## src/rtl/control_unit_if.sv

```systemverilog
// control_unit_if: the processor's sequencing bundle between the step
// controller and the datapath (bus mux, register file, ALU).
//   Run, IR   : start request and instruction register contents (to controller)
//   IRin      : load IR from DIN
//   Rout[0:7] : one-hot bus source select, bit 0 = R0
//   Rin[0:7]  : one-hot register load enable, bit 0 = R0
//   Gout      : G drives the bus
//   DINout    : DIN drives the bus
//   Ain, Gin  : load A from bus / load G from ALU
//   AddSub    : ALU mode, 0 = A+bus, 1 = A-bus
//   Done      : final step of the current instruction
interface control_unit_if;
  logic       Run;
  logic [8:0] IR;
  logic       IRin;
  logic [0:7] Rout;
  logic [0:7] Rin;
  logic       Gout;
  logic       DINout;
  logic       Ain;
  logic       Gin;
  logic       AddSub;
  logic       Done;

  // Datapath side: supplies Run/IR, consumes the control lines.
  modport master (
    output Run, IR,
    input  IRin, Rout, Rin, Gout, DINout, Ain, Gin, AddSub, Done
  );

  // Controller side.
  modport slave (
    input  Run, IR,
    output IRin, Rout, Rin, Gout, DINout, Ain, Gin, AddSub, Done
  );
endinterface

```

## src/rtl/control_unit.sv

```systemverilog
// control_unit: step-sequencing controller for the 16-bit processor.
// Decodes the 9-bit instruction III XXX YYY and walks a T0..T3 step counter,
// driving bus-source selects, register load enables, ALU mode and Done.
// Ports:
//   Clock : system clock, rising edge
//   Reset : asynchronous active-high; forces T0 and holds all outputs at 0
//   bus   : control_unit_if.slave (Run, IR in; control lines out)
module control_unit (
  input  logic           Clock,
  input  logic           Reset,
  control_unit_if.slave  bus
);

  typedef enum logic [1:0] {T0, T1, T2, T3} step_t;

  typedef enum logic [2:0] {
    OP_MV  = 3'b000,
    OP_MVI = 3'b001,
    OP_ADD = 3'b010,
    OP_SUB = 3'b011
  } opcode_t;

  step_t      state, state_next;
  logic [2:0] op;
  logic [2:0] rx, ry;
  logic       is_arith;

  assign op       = bus.IR[8:6];
  assign rx       = bus.IR[5:3];
  assign ry       = bus.IR[2:0];
  assign is_arith = (op == OP_ADD) || (op == OP_SUB);

  // Register index to one-hot select; element 0 of the [0:7] vector is R0.
  function automatic logic [0:7] reg_sel(input logic [2:0] idx);
    logic [0:7] sel;
    sel      = '0;
    sel[idx] = 1'b1;
    return sel;
  endfunction

  // State register
  always_ff @(posedge Clock or posedge Reset) begin
    if (Reset) state <= T0;
    else       state <= state_next;
  end

  // Next-state logic
  always_comb begin
    state_next = T0;
    unique case (state)
      T0:      state_next = bus.Run ? T1 : T0;
      T1:      state_next = is_arith ? T2 : T0;
      T2:      state_next = T3;
      T3:      state_next = T0;
      default: state_next = T0;
    endcase
  end

  // Output logic. Reset is folded in combinationally so IRin cannot follow
  // Run while Reset is held, even though the state is already T0.
  always_comb begin
    bus.IRin   = 1'b0;
    bus.Rout   = '0;
    bus.Rin    = '0;
    bus.Gout   = 1'b0;
    bus.DINout = 1'b0;
    bus.Ain    = 1'b0;
    bus.Gin    = 1'b0;
    bus.AddSub = 1'b0;
    bus.Done   = 1'b0;
    if (!Reset) begin
      unique case (state)
        T0: bus.IRin = bus.Run;
        T1: begin
          unique case (op)
            OP_MV: begin
              bus.Rout = reg_sel(ry);
              bus.Rin  = reg_sel(rx);
              bus.Done = 1'b1;
            end
            OP_MVI: begin
              bus.DINout = 1'b1;
              bus.Rin    = reg_sel(rx);
              bus.Done   = 1'b1;
            end
            OP_ADD, OP_SUB: begin
              bus.Rout = reg_sel(rx);
              bus.Ain  = 1'b1;
            end
            default: bus.Done = 1'b1;
          endcase
        end
        T2: begin
          if (is_arith) begin
            bus.Rout   = reg_sel(ry);
            bus.Gin    = 1'b1;
            bus.AddSub = (op == OP_SUB);
          end
        end
        T3: begin
          if (is_arith) begin
            bus.Gout = 1'b1;
            bus.Rin  = reg_sel(rx);
            bus.Done = 1'b1;
          end
        end
        default: ;
      endcase
    end
  end

endmodule

```

## src/flat_wrapper.sv

```systemverilog
// flat-port wrapper written by rule: the top's interface ports become plain ports
module control_unit_flat 
  (Clock, Reset, bus_Run, bus_IR, bus_IRin, bus_Rout, bus_Rin, bus_Gout, bus_DINout, bus_Ain, bus_Gin, bus_AddSub, bus_Done);
  control_unit_if bus_i ();
  input  logic Clock;
  input  logic Reset;
  input wire logic [$bits(bus_i.Run)-1:0] bus_Run;
  input wire logic [$bits(bus_i.IR)-1:0] bus_IR;
  output wire logic [$bits(bus_i.IRin)-1:0] bus_IRin;
  output wire logic [$bits(bus_i.Rout)-1:0] bus_Rout;
  output wire logic [$bits(bus_i.Rin)-1:0] bus_Rin;
  output wire logic [$bits(bus_i.Gout)-1:0] bus_Gout;
  output wire logic [$bits(bus_i.DINout)-1:0] bus_DINout;
  output wire logic [$bits(bus_i.Ain)-1:0] bus_Ain;
  output wire logic [$bits(bus_i.Gin)-1:0] bus_Gin;
  output wire logic [$bits(bus_i.AddSub)-1:0] bus_AddSub;
  output wire logic [$bits(bus_i.Done)-1:0] bus_Done;
  assign bus_i.Run = bus_Run;
  assign bus_i.IR = bus_IR;
  assign bus_IRin = bus_i.IRin;
  assign bus_Rout = bus_i.Rout;
  assign bus_Rin = bus_i.Rin;
  assign bus_Gout = bus_i.Gout;
  assign bus_DINout = bus_i.DINout;
  assign bus_Ain = bus_i.Ain;
  assign bus_Gin = bus_i.Gin;
  assign bus_AddSub = bus_i.AddSub;
  assign bus_Done = bus_i.Done;
  control_unit u_core (.Clock(Clock), .Reset(Reset), .bus(bus_i));
endmodule
```

## config.mk

```make
export PLATFORM = sky130hd
export DESIGN_NAME = control_unit_flat
export DESIGN_NICKNAME = d
export VERILOG_FILES = /design/src/rtl/control_unit_if.sv /design/src/rtl/control_unit.sv /design/src/flat_wrapper.sv
export SDC_FILE = /design/constraint.sdc
export NUM_CORES = 1
export LEC_CHECK = 0
export ABC_AREA = 1
export BUFFER_PORTS_ARGS = -buffer_cell sky130_fd_sc_hd__buf_2
export CORE_MARGIN = 2
export CORE_UTILIZATION = 36
export CTS_CLUSTER_DIAMETER = 80
export CTS_CLUSTER_SIZE = 14
export DETAILED_ROUTE_END_ITERATION = 10
export PLACE_DENSITY = 0.75
export SLEW_MARGIN = 20
export SYNTH_ARGS = -nofsm -noshare
export SYNTH_HDL_FRONTEND = slang
export SYNTH_SLANG_ARGS = --single-unit
```

## constraint.sdc

```tcl
create_clock -name Clock -period 1.3 [get_ports Clock]
set_clock_uncertainty 0.1 [all_clocks]
set_input_delay 0.195 -clock Clock [delete_from_list [all_inputs] [get_ports Clock]]
set_output_delay 0.195 -clock Clock [all_outputs]
set_load 0.02 [all_outputs]
```

==> reports/qor.yml, run 1 <==
yosysTopAreaCell: "nand2_1"
haltStage: "global routing"
antenna_found_initial: 0
synth_common_cells: "nand2_1 (33), inv_1 (17), nor3_1 (17), nor2_1 (11), a21oi_1 (9)"
syn_inst: 104
root_buffer: "clkbuf_4"
io_buffers: 34
grt_worst_setup_endpoint: "bus_Rout[7]"
firstError: "[ERROR DPL-0033] detailed placement checks failed during check placement."
die_y_um: 42.1
synth.distinct_cells: 14
endpoint_type: "top-level output"
routabilityCongestion: 0.768
avgSynthCellArea_um2: 5.03
ys_async_sr_fraction: 1.00
synth_edf_count: 0
synth_area_leaders: "nand2_1 (24%), nor3_1 (16%), inv_1 (12%)"
postPlaceCellArea_um2: 996
die_w_um: 42.1
yosysSeqAreaShare: 0.0957
synth-main-ff-cell: "dfrtp_1"
clock-sinks: 2
place_hpwl_mm: 1.47
post-synth-top-count-cell: "nand2_1"
ys_warn_count: 0
htree_levels: 1
clock_path_buffers: 2
cts_made_buffers: 3
syn_nets: 120
grt_max_degree: 10
synth-seq-cells: 2
yosysTopAreaCellShare: 0.237
io_pins: 35
start_util: 0.392
status: "aborted with a tool error"
synth.cell_area_um2: 523
rows: 13
[cells by family after synthesis]
family	count (synthesis)	share of synthesized area
AND/OR/NAND/NOR	66	0.541
buffers and inverters	20	0.146
AO/OA/AOI/OAI	12	0.122
adder cells (fa/ha/maj)	4	0.0957
flip-flops	2	0.0957
[timing repair]
item | in CTS
hold endpoints to repair | 2
cloned | 0
pin swaps | 8
setup endpoints to repair | 23
hold buffers | 1
gates resized for setup | 48
buffers inserted | 3
[stage by stage]
stage	std cells	hold slack (ns)	setup slack, ns	TNS, ns
floorplan	104	0.0471	-0.184	-2.17
global placement	168	0.00707	-0.338	-5.12
detailed placement	168	0.00811	-0.371	-5.74
CTS	175	0.190	-0.496	-9.91
==> run 2: changes to the inputs <==
CORE_AREA = 2 2 63 65   (was unset)
CORE_MARGIN = unset   (was 2)
CORE_UTILIZATION = unset   (was 36)
CTS_CLUSTER_DIAMETER = unset   (was 80)
CTS_CLUSTER_SIZE = unset   (was 14)
DIE_AREA = 0 0 65 67   (was unset)
PLACE_DENSITY = unset   (was 0.75)
PLACE_DENSITY_LB_ADDON = 0.15   (was unset)
clock period = 1.7 ns   (was 1.3 ns; I/O delays follow)
==> run 2 against run 1 <==
  * The flow now finishes, with violations (setup timing)
  * Synthesized area did not move
  * Synthesized cell count is the same
==> reports/qor.yml, run 2 <==
synth_top_family_by_area: "simple AND/OR/NAND/NOR gates"
power_uw: 552
fmax_mhz: 532
clock-sinks: 2  # unchanged
clkPwrFrac: 0.342
num_antenna_cells: 0
synth.distinct_cells: 14  # unchanged
area_growth_pct: 110
viasPerCell: 4.06
tritoncts: "yes"
layout_min_cycle_time_ns: 1.88
report.final.setup_viol: 20
critPathKind: "reg -> out"
clock_path_buffers: 2  # unchanged
synth_area_leaders: "nand2_1 (24%), nor3_1 (16%), inv_1 (12%)"
cts_made_buffers: 3  # unchanged
fin_ws_ns: -0.180
synthAdderAreaFrac: 0.0957  # unchanged
synth_common_cells: "nand2_1 (33), inv_1 (17), nor3_1 (17), nor2_1 (11), a21oi_1 (9)"
grt_first_pass_wirelength_mm: 3.35
worst-r2r-setup-slack_ns: 0.50
core_um2: 3610
routed_wl_mm: 2.02
place_hpwl_mm: 1.62  # +10%
finalMaxSlewViolations: 0
synth-main-ff-cell: "dfrtp_1"
path_max_fanout: 8
synth.cell_area_um2: 523  # unchanged
die_y_um: 67  # +59%
ys_async_sr_fraction: 1.00  # unchanged
syn_nets: 120  # unchanged
grt.total_usage: 0.0988
yosysTopAreaCell: "nand2_1"
p_switching_uw: 235
dr.first_iter.drc_count: 60
design_area_um2: 1100
overflow: 0
cp_cell_sequence: "inv_2 > buf_4 > ha_1 > nand2_2 > a21oi_2 > buf_4"
postPlaceCellArea_um2: 808  # -19%
syn_inst: 104  # unchanged
cp_common_cell: "buf_4"
rows: 22  # +9
synth_xor_area_frac: 0  # unchanged
worstPathRequired_ns: 1.34
holdWs_ns: 0.0604
cap_violations: 0
final_common_cell: "nand2_1"
seq_power_share: 0.135
htree_levels: 1  # unchanged
muxShareOfSynthArea: 0  # unchanged
n_fill_cell: 401
multi_input_area_um2: 548
status: "finished, violations left"
post-synth-top-count-cell: "nand2_1"
swShare: 0.426
fin_cells: 195
drc_errors: 0
ys_warn_count: 0  # unchanged
seqCellArea_um2: 51.3
placed_cells: 189  # +13%
worst-r2r-cell-count: 6
failed_checks: "setup timing"
grt_max_degree: 10
antenna_found_initial: 0
setup-tns-final_ns: -2.22
path_clk_slew_ns: 0.03
synth-seq-cells: 2  # unchanged
dieArea_um2: 4360
crit_arrival_ns: 1.52
hold_viol: 0
worst_pin_slew_ns: 0.288
yosysSeqAreaShare: 0.0957  # unchanged
worst_setup_path_end_kind: "output pin"
rsz0062_at_grt: "yes"
wl_per_cell_um: 10.4
layout-drive-gt1-share: 0.531
die_w_um: 65  # +54%
crit_path_top_delay_cell: "dfrtp_1"
final_nets: 165
dr_total_vias: 791
grt_pass1_vias: 808
root_buffer: "clkbuf_8"
synthSimpleGateAreaFrac: 0.541  # unchanged
avgSynthCellArea_um2: 5.03  # unchanged
final_cell_mix: "nand2_1 (28), nor3_1 (16), buf_4 (16)"
holdCritPathClass: "in -> async"
power_density_nw_per_um2: 503
slowest_delay_ns: 0.36
p_comb_frac: 0.522
io_buffers: 34  # unchanged
routabilityCongestion: 0.745  # -2.9%
start_util: 0.145  # -0.247
synth_compound_area_frac: 0.122  # unchanged
maxSlewHeadroom: 0.807
yosysTopAreaCellShare: 0.237  # unchanged
power.leakage_nw: 0.489
drt-pass1-iter-count: 4
antenna_left: 0
power.ir.vdd_worst_uv: 493
synth_edf_count: 0  # unchanged
cp-start-kind: "register"
p_int_uw: 317
clkLatencyLatePin_ns: 0.21
finalCritPeriodShare: 1.11
io_pins: 35  # unchanged
==> run 2: cell counts after synthesis <==
No cell type changed its count.
==> run 2: cell families (layout without fill, tap and decap cells) <==
logic type / count (synthesis) / in the layout
compound gates: 12 / 12
fa+ha+maj: 4 / 4
flops: 2 / 2
simple gates: 66 / 66
buf+inv: 20 / 63
==> run 2: how the worst max path moves through the flow <==
stage                  end            start  cells after the start  slack (ns)
2_1_floorplan  bus_Rout[0]         register                      8        0.05
3_3_place_gp   bus_Rout[7]  u_core.state[0]                      5       -0.05
3_5_place_dp   bus_Rout[6]  u_core.state[0]                      5       -0.06
4_1_cts        bus_Rout[5]         register                      9       -0.16
5_1_grt        bus_Rout[1]         register                      9       -0.26
6_report       bus_Rout[6]         register                      6       -0.18
==> run 2: timing repair <==
item	in CTS	in global routing
pin swaps	5	6
buffers inserted	1	2
endpoints found under the setup margin	20	21
gates resized for setup	46	20
hold buffers	0	0
==> run 2: metrics by stage <==
stage                     setup slack (ns)   util
after floorplan                     0.0485      -
after global placement             -0.0479  0.224
after detailed placement           -0.0587  0.224
after CTS                           -0.164  0.278
after global routing                -0.258  0.304
final                               -0.180  0.304
==> run 2: metal layers <==
| layer | vias up | wire length [um] | global-route usage |
|---|---|---|---|
| li1 | 419 | - | - |
| met1 | 341 | 939 | 0.112 |
| met2 | 29 | 976 | 0.188 |
| met3 | 2 | 96 | 0.00845 |
| met4 | 0 | 7 | 0.0399 |
| met5 | - | 0 | 0 |
==> run 2: worst max-delay path: cells and delay by family (launching register included) <==
family / cells / cell delay (ns)
fa+ha+maj: 1 / 0.28
buf+inv: 3 / 0.36
compound gates: 1 / 0.17
simple gates: 1 / 0.16
flops: 1 / 0.36
==> run 2: power groups by stage <==
stage               clock network [mW]  registers [mW]  logic [mW]
global route                     0.197          0.0763       0.317
CTS                              0.195          0.0741       0.256
floorplan                            0          0.0667       0.136
finish                           0.189          0.0746       0.288
detailed placement                   0          0.0684       0.214
global placement                     0          0.0679       0.214
==> run 2: final cells by class <==
class	count	share of cell area
timing repair buffer	41	0.292
tap	48	0.0547
inverter	19	0.0696
sequential	2	0.0468
clock buffer	3	0.0376
multi-input combinational	82	0.499
Power figures use the tool's default switching activity.
==> run 3: changes to the inputs <==
REMOVE_ABC_BUFFERS = 1   (was unset)
clock period = 1.6 ns   (was 1.7 ns; I/O delays follow)
==> run 3 against run 2 <==
  * The run still ends with setup timing left
  * Critical endpoint is now bus_Rout[5]
  * Power grew 14%
  * Critical path depth is 3 higher
  * Cell count rose by 2.6%
  * Core utilization fell by 0.69 points
  * Global-route usage fell by 0.82 points
  * Via count up 4.0%
  * Highest routed layer unchanged
  * Register-to-register slack got worse by 0.25 ns
  * Wire length rose by 2.3%
==> reports/qor.yml, run 3 (synthesized netlist as in run 2, its figures left out) <==
drc_errors: 0  # unchanged
worst_setup_path_end_kind: "output pin"
maxSlewHeadroom: 0.782  # -0.0251
io_pins: 35  # unchanged
grt_first_pass_wirelength_mm: 3.08  # -8.2%
cp_cell_sequence: "inv_2 > ha_4 > inv_4 > nor2_4 > nand2_2 > nand2_4 > nand2_2 > a21oi_2 > buf_6"
finalCritPeriodShare: 1.14
viasPerCell: 4.12  # +1.4%
rsz0062_at_grt: "yes"
crit_path_top_delay_cell: "dfrtp_1"
area_growth_pct: 105
wl_per_cell_um: 10.3  # -0.28%
routed_wl_mm: 2.07  # +2.3%
cp-start-kind: "register"
multi_input_area_um2: 518  # -5.5%
antenna_left: 0  # unchanged
power_density_nw_per_um2: 588  # +17%
reg2reg_from: "u_core.state[0]"
die_y_um: 67  # unchanged
place_hpwl_mm: 1.61  # -0.33%
holdCritPathClass: "in -> reg"
worstPathRequired_ns: 1.26  # -0.08 ns
final_cell_mix: "buf_4 (32), nand2_1 (30), nor3_1 (14)"
crit_arrival_ns: 1.49  # -0.03 ns
htree_levels: 1  # unchanged
num_antenna_cells: 0  # unchanged
crit_buf_inv: 3  # unchanged
clock_path_buffers: 2  # unchanged
start_util: 0.145  # unchanged
fin_ws_ns: -0.226  # -0.0465 ns
grt_max_degree: 10  # unchanged
final_common_cell: "buf_4"
n_fill_cell: 412  # +2.7%
cap_violations: 0  # unchanged
antenna_found_initial: 0  # unchanged
hold_viol: 0  # unchanged
layout_min_cycle_time_ns: 1.83
dr_total_vias: 823  # +4.0%
dieArea_um2: 4360  # unchanged
tritoncts: "yes"
report.final.setup_viol: 23  # +15%
path_max_fanout: 8  # unchanged
critPathKind: "reg -> out"
cp_common_cell: "nand2_2"
core_um2: 3610  # unchanged
root_buffer: "clkbuf_8"
final_nets: 170  # +3.0%
path_clk_slew_ns: 0.03  # about the same
critPathTopFamily: "flip-flops"
layout-drive-gt1-share: 0.500  # -0.0306
failed_checks: "setup timing"
place_ws_ns: -0.104  # -0.0455 ns
overflow: 0  # unchanged
finalMaxSlewViolations: 0  # unchanged
rows: 22  # unchanged
power.leakage_nw: 0.503  # +2.9%
drt-pass1-iter-count: 4  # unchanged
grt_pass1_vias: 768  # -5.0%
worst_pin_slew_ns: 0.325  # +0.0373 ns
clock-sinks: 2  # unchanged
grt.total_usage: 0.0907  # -0.00818
dr.first_iter.drc_count: 85  # +42%
power.ir.vdd_worst_uv: 306  # -38%
die_w_um: 65  # unchanged
io_buffers: 34  # unchanged
routabilityCongestion: 0.695  # -6.7%
cts_made_buffers: 3  # unchanged
fmax_mhz: 548
setup-tns-final_ns: -3.72  # -1.50 ns
clkLatencyLatePin_ns: 0.21  # about the same
slowest_delay_ns: 0.38  # +0.02 ns
seqCellArea_um2: 51.3  # unchanged
status: "finished, violations left"
min_from: "bus_Run"
run 3: layout make-up:
type | count | share of cell area
clock buffer | 3 | 0.0385
inverter | 19 | 0.0688
multi-input combinational | 82 | 0.483
sequential | 2 | 0.0478
tap | 48 | 0.0560
timing repair buffer | 46 | 0.306
run 3: worst paths after layout:
| check | to | slack (ns) | cells past startpoint |
|---|---|---|---|
| min in group asynchronous | asynchronous set/reset pin | 0.53 | 3 |
| min reg2reg | register | 0.56 | 2 |
| max | bus_Rout[5] | -0.23 | 9 |
| min | u_core.state[0] | 0.22 | 3 |
| max reg2reg | register | 0.25 | 7 |
| max in group asynchronous | u_core.state[0] | 0.74 | 3 |
run 3: power by group:
group	total, mW	internal (mW)	switching [mW]
Clock	0.203	0.159	0.0440
Combinational	0.349	0.152	0.197
Sequential	0.0775	0.0627	0.0148
Total	0.630	0.374	0.256
run 3: per-stage QoR:
step	utilization	hold slack, ns	power (mW)	std cells	instance area [um^2]
2_1_floorplan	-	-0.102	0.203	103	518
3_3_place_gp	0.222	0.118	0.305	192	801
3_5_place_dp	0.222	0.115	0.304	192	801
4_1_cts	0.255	0.208	0.539	197	920
5_1_grt	0.297	0.258	0.670	200	1070
6_report	0.297	0.217	0.630	200	1070
run 3: repair_timing:
action | in CTS | in global routing
hold endpoints to repair | 2 | 0
setup buffers | 1 | 3
pin swaps | 2 | 10
cloned | 0 | 0
resized for setup | 23 | 33
setup endpoints to repair | 23 | 23
hold buffers | 1 | 0
run 3: routing by layer:
metal	vias up	global-route usage	share of wire
li1	428	-	-
met1	359	0.101	0.43
met2	32	0.161	0.47
met3	4	0.0236	0.090
met4	0	0.0399	0.011
met5	-	0	0
run 3: worst reg2reg max path, stage by stage, from the launching register on:
cell and delay (ns):
dfrtp_2 0.44, ha_4 0.18, inv_4 0.07, nor2_4 0.06, buf_4 0.14, buf_4 0.11, nand2_1 0.04, o21ai_0 0.08
==> run 4: changes to the inputs <==
ABC_AREA = unset   (was 1)
SKIP_CTS_REPAIR_TIMING = 1   (was unset)
==> run 4 against run 3 <==
  * The run still ends with setup timing left
  * Critical endpoint unchanged
  * Count of clock-buffer cells in the layout is the same
  * Clock power shrank 5%
  * Cell count fell by 12%
==> reports/qor.yml, run 4 <==
status: "finished, violations left"
failed_checks: "setup timing"
viasPerCell: 4.25  # +3.4%
dr_wl_met2_mm: 1.05  # +8.8%
ys_warn_count: 0  # unchanged
fin_cells: 177  # -12%
place_ws_ns: -0.433  # -0.329 ns
die_w_um: 65  # unchanged
met3_length_um: 86  # -54%
power.leakage_nw: 0.501  # -0.46%
layout-drive-gt1-share: 0.659  # +0.159
die_y_um: 67  # unchanged
final_cell_mix: "buf_4 (28), buf_2 (22)"
routed_wl_mm: 2.11  # +1.9%
fin_ws_ns: -0.478  # -0.252 ns
path_clk_slew_ns: 0.03  # about the same
grt_pass1_vias: 729  # -5.1%
yosysTopAreaCellShare: 0.0846  # -0.152
rows: 22  # unchanged
ys_async_sr_fraction: 1.00  # unchanged
synth_edf_count: 0  # unchanged
tritoncts: "yes"
power_density_nw_per_um2: 614  # +4.5%
power.ir.vdd_worst_uv: 113  # -63%
synth_common_cells: "nand2_1 (6), inv_1 (5), nor2_1 (5)"
yosysTopAreaCell: "dfrtp_1"
grt_max_degree: 12  # +2
grt_first_pass_wirelength_mm: 3.15  # +2.5%
fmax_mhz: 481  # -12%
hold_viol: 0  # unchanged
worstPathRequired_ns: 1.26  # about the same
avgSynthCellArea_um2: 7.49  # +49%
wl_met1_um: 971  # +8.7%
overflow: 0  # unchanged
synth-seq-cells: 2  # unchanged
critPathKind: "reg -> out"
post-synth-top-count-cell: "nand2_1"
fin_util: 0.316  # +0.0191
worst_pin_slew_ns: 0.229  # -0.0962 ns
synth_area_leaders: "dfrtp_1 (8.5%), ha_1 (8.5%), nor3_2 (6.8%)"
finalMaxSlewViolations: 0  # unchanged
yosysSeqAreaShare: 0.0846  # -0.0111
synth.cell_area_um2: 592  # +13%
final_common_cell: "buf_4"
crit_arrival_ns: 1.74  # +0.25 ns
routabilityCongestion: 0.752  # +8.1%
synth.distinct_cells: 34  # +20
grt.total_usage: 0.0921  # +0.00145
dr_total_vias: 753  # -8.5%
final_nets: 147  # -14%
maxSlewHeadroom: 0.846  # +0.0641
path_max_fanout: 5  # -3
antenna_found_initial: 0  # unchanged
rsz0062_at_grt: "yes"
num_antenna_cells: 0  # unchanged
wl_per_cell_um: 11.9  # +15%
drt-pass1-iter-count: 4  # unchanged
area_growth_pct: 92.8
cts_made_buffers: 3  # unchanged
htree_levels: 1  # unchanged
dieArea_um2: 4360  # unchanged
worst_setup_path_end_kind: "output pin"
io_buffers: 34  # unchanged
core_um2: 3610  # unchanged
start_util: 0.164  # +0.0191
synth-main-ff-cell: "dfrtp_1"
cp-start-kind: "register"
antenna_left: 0  # unchanged
syn_inst: 79  # -24%
place_hpwl_mm: 1.73  # +7.1%
layout_min_cycle_time_ns: 2.08  # +0.252 ns
dr.first_iter.drc_count: 29  # -66%
clock-sinks: 2  # unchanged
io_pins: 35  # unchanged
clkLatencyLatePin_ns: 0.21  # about the same
setup-tns-final_ns: -7.25  # -3.52 ns
clock_path_buffers: 2  # unchanged
cap_violations: 0  # unchanged
holdCritPathClass: "in -> async"
drc_errors: 0  # unchanged
highest-signal-layer: "met3"
finalCritPeriodShare: 1.30  # +0.158
root_buffer: "clkbuf_8"
placed_cells: 170  # -11%
report.final.setup_viol: 21  # -8.7%
-- run 4: layer usage --
layer / GRT usage / up-vias
met5: 0 / -
met4: 0.0239 / 0
met3: 0.0186 / 0
met2: 0.147 / 14
met1: 0.126 / 347
li1: - / 392
-- run 4: cell type report --
| type | count | area, um^2 |
|---|---|---|
| fillers | 397 | 2460 |
| multi-input cells | 64 | 593 |
| repair buffers | 55 | 377 |
| well taps | 48 | 60.1 |
| flip-flops and latches | 2 | 51.3 |
| clock buffers | 3 | 41.3 |
| inverters | 5 | 18.8 |
-- run 4: through the flow --
stage,hold slack (ns),total power [mW],area (um^2)
final,0.0233,0.701,1140
after floorplan,-0.119,0.220,542
after global routing,0.0359,0.753,1140
after CTS,-0.00494,0.582,941
after global placement,0.213,0.382,900
after detailed placement,0.213,0.383,900
-- run 4: where the power goes --
group	total [mW]	internal [mW]	switching, mW	leakage, nW
combinational	0.431	0.222	0.209	0.455
sequential	0.0768	0.0628	0.0141	0.0250
clock	0.193	0.159	0.0341	0.0216
-- run 4: final timing paths --
kind,to,cells after the start,startpoint,slack [ns]
worst max-delay path,bus_Rout[5],7,u_core.state[0],-0.48
worst min-delay path,u_core.state[0],3,Reset,0.02
worst max register to register,u_core.state[0],6,u_core.state[0],0.30
worst min register to register,register,1,u_core.state[0],0.47
max in group asynchronous,u_core.state[0],3,Reset,1.25
min in group Clock,u_core.state[0],3,bus_Run,0.18
-- run 4: cell families (layout without fill, tap and decap cells) --
kind of cell | Yosys count | after routing | share of synthesized area
adder cells (fa/ha/maj) | 4 | 4 | 0.0846
AO/OA/AOI/OAI | 12 | 12 | 0.135
multiplexers | 2 | 2 | 0.0338
AND/OR/NAND/NOR | 46 | 46 | 0.545
buffers and inverters | 13 | 63 | 0.116
flip-flops | 2 | 2 | 0.0846
-- run 4: worst max-delay path, cell delays in order (launching register included) --
cell	delay, ns
dfrtp_2	0.41
inv_2	0.07
ha_4	0.26
nor2b_4	0.15
buf_6	0.10
nand3b_1	0.09
o31ai_1	0.25
buf_2	0.20
